[src/rtl/scan_pkg.sv]
// Shared types and sizing for the self-test scan chain sequencer.
package scan_pkg;
    localparam int SCAN_WIDTH = 192;
    localparam int SCAN_CNT_W = 8;

    typedef enum logic [2:0] {
        IDLE,
        LOAD,
        PRIME,
        SHIFT,
        CMP
    } scan_state_t;
endpackage

[src/rtl/scan_cmp_acc.sv]
// Reassembles the serial read-back and tallies mismatches against the expected bits.
// Latency: each strobed bit is reflected in capture/err_cnt/first_err one cycle later.
// Backpressure: none; a bit is consumed on every cycle bit_vld is high.
module scan_cmp_acc
    import scan_pkg::*;
#(
    parameter int WIDTH = SCAN_WIDTH,
    parameter int CNT_W = SCAN_CNT_W
) (
    input  logic             clk,
    input  logic             rst_n,
    input  logic             clr,
    input  logic             bit_vld,
    input  logic [CNT_W-1:0] bit_idx,
    input  logic             bit_in,
    input  logic             bit_exp,
    output logic [WIDTH-1:0] capture,
    output logic [CNT_W:0]   err_cnt,
    output logic [CNT_W-1:0] first_err
);

    always_ff @(posedge clk or negedge rst_n) begin
        if (!rst_n) begin
            capture   <= '0;
            err_cnt   <= '0;
            first_err <= '0;
        end else if (clr) begin
            capture   <= '0;
            err_cnt   <= '0;
            first_err <= '0;
        end else if (bit_vld) begin
            capture <= {capture[WIDTH-2:0], bit_in};
            if (bit_in != bit_exp) begin
                err_cnt <= err_cnt + (CNT_W+1)'(1);
                // Bits arrive MSB first, so the first miss is the highest-order one.
                if (err_cnt == '0) begin
                    first_err <= bit_idx;
                end
            end
        end
    end

endmodule

[src/rtl/scan_chain_ctrl.sv]
// Load/shift/compare sequencer for the serial self-test register.
// Latency: start accepted at edge T, done pulses in the cycle after edge T+WIDTH+3.
// Backpressure: start is only taken in IDLE; requests while busy are dropped, not queued.
module scan_chain_ctrl
    import scan_pkg::*;
#(
    parameter int WIDTH = SCAN_WIDTH,
    parameter int CNT_W = SCAN_CNT_W
) (
    input  logic             clk,
    input  logic             rst_n,
    input  logic             start,
    input  logic             abort,
    input  logic [WIDTH-1:0] pattern,
    input  logic [WIDTH-1:0] golden,
    output logic             rf_en,
    output logic [WIDTH-1:0] rf_data,
    input  logic             shift_in,
    output logic             busy,
    output logic             done,
    output logic             pass,
    output logic [CNT_W:0]   err_cnt,
    output logic [CNT_W-1:0] first_err,
    output logic [WIDTH-1:0] capture
);

    localparam logic [CNT_W-1:0] LAST_CNT = CNT_W'(WIDTH - 1);

    scan_state_t      state_q;
    scan_state_t      state_d;
    logic [CNT_W-1:0] cnt_q;
    logic [WIDTH-1:0] gold_q;
    logic [CNT_W-1:0] bit_idx;
    logic             accept;
    logic             shift_vld;
    logic             abort_run;

    assign bit_idx   = LAST_CNT - cnt_q;
    assign abort_run = abort && (state_q != IDLE);

    always_ff @(posedge clk or negedge rst_n) begin
        if (!rst_n) begin
            state_q <= IDLE;
        end else begin
            state_q <= state_d;
        end
    end

    always_comb begin
        state_d   = state_q;
        rf_en     = 1'b1;
        busy      = 1'b1;
        accept    = 1'b0;
        shift_vld = 1'b0;
        case (state_q)
            IDLE: begin
                busy = 1'b0;
                if (start && !abort) begin
                    accept  = 1'b1;
                    state_d = LOAD;
                end
            end
            LOAD: begin
                rf_en   = 1'b0;
                state_d = PRIME;
            end
            PRIME: state_d = SHIFT;
            SHIFT: begin
                shift_vld = 1'b1;
                if (cnt_q == LAST_CNT) begin
                    state_d = CMP;
                end
            end
            CMP:     state_d = IDLE;
            default: state_d = IDLE;
        endcase
        // Abort freezes the accumulator and keeps the chain from reloading.
        if (abort_run) begin
            state_d   = IDLE;
            rf_en     = 1'b1;
            shift_vld = 1'b0;
        end
    end

    always_ff @(posedge clk or negedge rst_n) begin
        if (!rst_n) begin
            cnt_q   <= '0;
            rf_data <= '0;
            gold_q  <= '0;
            done    <= 1'b0;
            pass    <= 1'b0;
        end else begin
            done <= (state_q == CMP) && !abort;
            if (shift_vld && cnt_q != LAST_CNT) begin
                cnt_q <= cnt_q + CNT_W'(1);
            end else begin
                cnt_q <= '0;
            end
            if (accept) begin
                rf_data <= pattern;
                gold_q  <= golden;
                pass    <= 1'b0;
            end else if (abort_run) begin
                pass <= 1'b0;
            end else if (state_q == CMP) begin
                pass <= (err_cnt == '0);
            end
        end
    end

    scan_cmp_acc #(
        .WIDTH (WIDTH),
        .CNT_W (CNT_W)
    ) u_cmp_acc (
        .clk       (clk),
        .rst_n     (rst_n),
        .clr       (accept),
        .bit_vld   (shift_vld),
        .bit_idx   (bit_idx),
        .bit_in    (shift_in),
        .bit_exp   (gold_q[bit_idx]),
        .capture   (capture),
        .err_cnt   (err_cnt),
        .first_err (first_err)
    );

endmodule
[config.mk]
export PLATFORM = sky130hd
export DESIGN_NAME = scan_chain_ctrl
export DESIGN_NICKNAME = d
export VERILOG_FILES = /design/src/rtl/scan_pkg.sv /design/src/rtl/scan_cmp_acc.sv /design/src/rtl/scan_chain_ctrl.sv
export SDC_FILE = /design/constraint.sdc
export NUM_CORES = 1
export LEC_CHECK = 0
export ABC_AREA = 0
export BUFFER_PORTS_ARGS = -buffer_cell sky130_fd_sc_hd__buf_4
export CAP_MARGIN = 20
export CORE_AREA = 3 3 310 312
export DETAILED_ROUTE_END_ITERATION = 6
export DIE_AREA = 0 0 313 315
export GPL_ROUTABILITY_DRIVEN = 0
export MAX_ROUTING_LAYER = met4
export SETUP_SLACK_MARGIN = 0.2
export SYNTH_ARGS = -nofsm -noshare
export SYNTH_HDL_FRONTEND = slang
export SYNTH_SLANG_ARGS = --single-unit
[constraint.sdc]
create_clock -name clk -period 3.2 [get_ports clk]
set_input_delay 0.16 -clock clk [delete_from_list [all_inputs] [get_ports clk]]
set_output_delay 0.16 -clock clk [all_outputs]
set_load 0.005 [all_outputs]
Yosys cells after proc, flatten, opt, wreduce, memory -nomap -nowiden

Index checks and enable logic that the tools add are counted.

Register bits after elaboration: 606
Output and inout port bits: 405

Add/sub/neg operators: 3
$lt $le $gt $ge: 1
Equality and inequality tests: 9
Mux-type cells: 26
Reduce and logical (&&, ||, !) cells: 15

Operators by type and width:

| kind                | number |
|---|---|
| $mux 192            | 2 |
| $mux 8              | 5 |
| $mux 9              | 3 |
| $pmux 3 s4          | 1 |
| $mux 1              | 11 |
| $add 9x1->9 const B | 1 |
| $logic_not 9->1     | 1 |
| $lt 8x9->1 const B  | 1 |
| $mux 3              | 3 |
| $add 8x1->8 const B | 1 |
| $bmux 1 s8          | 1 |
| $eq 8x8->1 const B  | 1 |
| $ne 8x8->1 const B  | 1 |
| $sub 8x8->8 const A | 1 |
| $eq 3x2->1 const B  | 2 |
| $ne 3x3->1 const B  | 2 |
| $reduce_bool 2->1   | 3 |
| $reduce_bool 3->1   | 2 |
| $logic_and 1x1->1   | 4 |
| $reduce_and 2->1    | 2 |
| $eq 3x1->1 const B  | 1 |
| $eq 3x3->1 const B  | 1 |
| $logic_not 3->1     | 1 |
| $reduce_and 3->1    | 1 |
| 2 further kinds     | 2 |

Longest topological paths before layout

Depth after elaboration: 7
Mapped depth: 13

Cells and area by module

A second synthesis with hierarchy kept.

Cell total of the unflattened synthesis: 2549
Area total of the unflattened synthesis: 25481.9 um2

By module, submodules not included:

| module          | instances | cells each | area each (um2) | sequential area each (um2) |
|---|---|---|---|---|
| scan_chain_ctrl | 1         | 1841       | 16874.9         | 9934.5 |
| scan_cmp_acc    | 1         | 708        | 8607.0          | 5230.0 |

Worst setup path before layout

Ideal clock, no wire load.

Path type: register -> register
Start: register cnt_q[0]
End: register u_cmp_acc.err_cnt[3]
Library setup time: 0.078 ns
Data arrival time: 3.078 ns
Required time: 3.122 ns
Path slack: 0.044 ns
Stages on the path, launching flop included: 14
Path buffers: 5
Period minus slack after synthesis: 3.156 ns
Cell sequence: dfrtp_1 -> buf_6 -> buf_4 -> buf_4 -> buf_2 -> mux2_2 -> a22oi_1 -> nand2_1 -> a32oi_1 -> a41oi_1 -> or3_1 -> buf_2 -> a211o_1 -> a21oi_1

Longest elaborated chain between the ends: 6

RTL lines:

| element                            | RTL line               | text |
|---|---|---|
| from (decl)                        | scan_chain_ctrl.sv:31  | `logic [CNT_W-1:0] cnt_q;` |
| from (signal assigned)             | scan_chain_ctrl.sv:95  | `cnt_q <= cnt_q + CNT_W'(1);` |
| $sub 8x8->8                        | scan_chain_ctrl.sv:38  | `assign bit_idx = LAST_CNT - cnt_q;` |
| $bmux 1 s8                         | scan_chain_ctrl.sv:121 | `.bit_exp (gold_q[bit_idx]),` |
| $mux 1 (not written as such)       | scan_chain_ctrl.sv:121 |  |
| $ne 1x1->1                         | scan_cmp_acc.sv:33     | `if (bit_in != bit_exp) begin` |
| $reduce_bool 2->1 (no source line) | -                      |  |
| $reduce_and 2->1 (no source line)  | -                      |  |
| to (signal assigned)               | scan_cmp_acc.sv:34     | `err_cnt <= err_cnt + (CNT_W+1)'(1);` |
| to (decl)                          | scan_cmp_acc.sv:18     | `output logic [CNT_W:0] err_cnt,` |

Every way passes these cells. The select of a mux whose other input is x is not followed.
A chain may end at the register's enable or synchronous reset.

Worst setup path after layout

Start: register cnt_q[0]
End: register u_cmp_acc.err_cnt[5]

Same word-level chain as after synthesis.

==> results by group <==
Timing
  • Setup violations, final: 10
  • Fin Hold WS: 0.2240 ns
  • Final Critical Period: 3.260 ns
  • Setup WS post-layout: -0.05998 ns
  • Fin crit share: 101.9%
  • FMAX: 306.8 MHz
  • Setup TNS: -0.3165 ns
  • RSZ-0062 raised after global routing: true
  • Worst slew pin tran: 0.9745 ns
  • Final slew viol count: 0
  • Clock skew: 0.01932 ns
  • Slew HR: 35.04%
  • Hold Fails Final Rpt: 0

Setup path
  • Crit. End Element: flip-flop
  • Slowest CP cell: dfrtp_4
  • CP arrival: 3.76 ns
  • WS Path Type: flip-flop to flip-flop
  • Max stage delay on crit path: 0.52 ns
  • Crit-path cells: buf_6, buf_12, buf_12, buf_8, mux4_2, a22oi_2, a31oi_2, o21ai_1, buf_4, a41oi_4, buf_6, or4_4, o31a_1, mux2i_1
  • Critical Path Start Type: flip-flop
  • R2R setup slack: -0.06 ns
  • Required time of the critical path: 3.70 ns
  • CP Max Fanout: 6

Floorplan
  • Starting Density: 26.84%
  • Die W: 313 um
  • Die Y: 315 um
  • # rows: 112
  • Total die area: 98600 sq um
  • I/O pins: 794
  • Core Footprint: 93330 sq um

Yosys
  • Mapped Nets: 3189
  • Synthesized area: 25050 sq um
  • Mean post-synth cell area: 8.961 sq um
  • Synth Flop Type: dfrtp_1
  • Mapped Cells: 2796
  • Warnings, synthesis: 0
  • Share of synthesized registers carrying an async set or reset: 100.0%
  • #FFs+latches synth: 606
  • Sequential area share after synthesis: 60.53%
  • Synth unique cells: 51
  • EDFF count, synth: 0

Detailed routing
  • Met2 Wirelength: 46370 um
  • Wire length on met1: 40210 um
  • Antenna-violating nets left: 0
  • DR vias: 24160
  • Vias per inst: 4.555
  • Top sig layer: met4
  • Drc violations: 0
  • Routed length per instance: 18.30 um
  • Final WL: 97090 um
  • DRT Pass-1 Iters: 7
  • Initial DRC count: 1847
  • Routed met3 length: 6175 um

Global routing
  • Vias in the first global route: 24850
  • First-pass GRT wire length: 146800 um
  • Initial antenna violation count: 10
  • Pin count of the biggest net entering global routing: 142
  • Remaining Overflow, GRT: 0
  • GRT Util Overall: 19.55%

Clock tree
  • H-tree level count: 3
  • CTS tree: done
  • CTS buffer count: 71
  • Sink Count: 606
  • Clk_lat worst skew: 0.62 ns
  • Root Buffer: clkbuf_16
  • Clock Path Buffers: 3
  • Clk slew on worst S/H paths: 0.06 ns

Cells and area
  • Share of layout cells above drive strength 1: 27.12%
  • Post-route non-filler standard cell count: 5304
  • Filler cells: 8982
  • Final net count: 4384
  • Syn-to-layout area delta: 58.33%

Status
  • Status: finished, violations left
  • Failing checks: negative setup slack

Job
  • Max-cap violation count: 0

Power and ir drop
  • Leak: 19.82 nW
  • Pwr Density: 541.9 nW/um^2
  • Peak supply drop: 0.3619 mV
  • Total power: 21.50 mW

Place
  • Detailed placement HPWL: 67280 um
  • Inst Count DP: 4760
  • Pre-CTS WS: -0.1726 ns
  • IO Port Bufs: 793

Worst hold path
  • Hold/Removal Path Class: primary input to asynchronous set/reset pin
power breakdown:
| part | switching (mW) | internal (mW) |
|---|---|---|
| Sequential | 0.689 | 8.72 |
| Combinational | 1.81 | 2.00 |
| Clock | 3.32 | 4.96 |
| Total | 5.82 | 15.7 |
worst max-delay path, delay by kind of cell, from the launching register on:
| family | cells | cell delay, ns |
|---|---|---|
| AOI/OAI and AO/OA | 5 | 0.75 |
| buffers and inverters | 6 | 0.84 |
| DFF | 1 | 0.52 |
| muxes | 2 | 0.55 |
| and+or+nand+nor | 1 | 0.49 |
synthesized netlist by cell type (6+ instances only):
cell type / number / area, sq um
nand4_1: 6 / 37.54
dfrtp_1: 606 / 15160
nor2_1: 30 / 112.6
nand2b_1: 6 / 37.54
nor3_1: 7 / 35.03
buf_1: 8 / 30.03
buf_2: 7 / 35.03
inv_1: 9 / 33.78
mux4_1: 13 / 341.6
mux2i_1: 26 / 260.3
o31ai_1: 8 / 60.06
o21ai_0: 7 / 35.03
a31oi_1: 9 / 56.30
clkbuf_1: 158 / 593.1
a21oi_1: 210 / 1051
mux4_2: 23 / 518.0
xnor2_1: 6 / 52.55
nand2_1: 1561 / 5859
a22oi_1: 14 / 105.1
o211ai_1: 7 / 52.55
nand3_1: 16 / 80.08
what timing repair did:
action / in CTS / in global routing
cloned: 1 / 0
buffers inserted: 15 / 8
gates resized for setup: 28 / 34
hold buffers: 388 / 0
pin swaps: 24 / 23
hold endpoints to repair: 464 / 0
setup endpoints to repair: 17 / 17
cells by family after synthesis:
logic type | Yosys count | share of synthesized area (%)
AO/OA/AOI/OAI | 274 | 6.083
XOR/XNOR | 6 | 0.2097
adder cells (fa/ha/maj) | 4 | 0.1998
buffers and inverters | 187 | 2.961
flip-flops | 606 | 60.53
multiplexers | 67 | 4.694
AND/OR/NAND/NOR | 1652 | 25.32
cells in the final DEF (no fill, tap or decap), types with 7 or more instances in the layout:
cell type,n
a21oi_1,205
a22oi_1,9
buf_12,27
buf_4,869
buf_6,10
clkbuf_1,14
clkbuf_16,73
clkbuf_8,12
dfrtp_1,604
diode_2,9
dlygate4sd3_1,388
inv_1,9
mux2i_1,25
mux4_1,8
mux4_2,28
nand2_1,1560
nand3_1,14
nor2_1,29
o211ai_1,7
through the flow:
step	area (sq um)	util, %
2_1_floorplan	25070	-
3_3_place_gp	32920	35.27
3_5_place_dp	32920	35.27
4_1_cts	39400	42.22
5_1_grt	39670	42.50
6_report	39670	42.50
cell type report:
type | instances | area [sq um] | area share (%)
antenna | 9 | 22.52 | 0.05678
clock buffer | 99 | 2044 | 5.154
clock inverter | 24 | 317.8 | 0.8012
inverter | 10 | 37.54 | 0.09463
multi-input combinational | 2003 | 9353 | 23.58
sequential | 606 | 15170 | 38.24
tap | 1254 | 1569 | 3.955
timing repair buffer | 1299 | 11150 | 28.12
flip-flops by register name (all words and copies together) (netlist names):
name                 flops
u_cmp_acc.err_cnt        9
rf_data                192
pass                     1
u_cmp_acc.capture      192
state_q                  3
u_cmp_acc.first_err      8
cnt_q                    8
done                     1
gold_q                 192
per-layer routing:
metal,global-route usage (%),vias to the layer above
met3,4.233,239
met5,-,-
li1,-,11290
met1,24.17,11690
met2,30.71,940
met4,9.010,0
worst paths after layout:
path | start | endpoint | cells past startpoint
setup / recovery | cnt_q[0] | u_cmp_acc.err_cnt[5] | 14
hold / removal | rst_n | u_cmp_acc.capture[54] | 2
setup reg to reg | cnt_q[0] | u_cmp_acc.err_cnt[5] | 14
hold reg to reg | gold_q[84] | gold_q[84] | 2
max in group asynchronous | rst_n | rf_data[21] | 3
min in group clk | golden[62] | gold_q[62] | 4
Note: power is estimated with default switching activity, not from simulation.
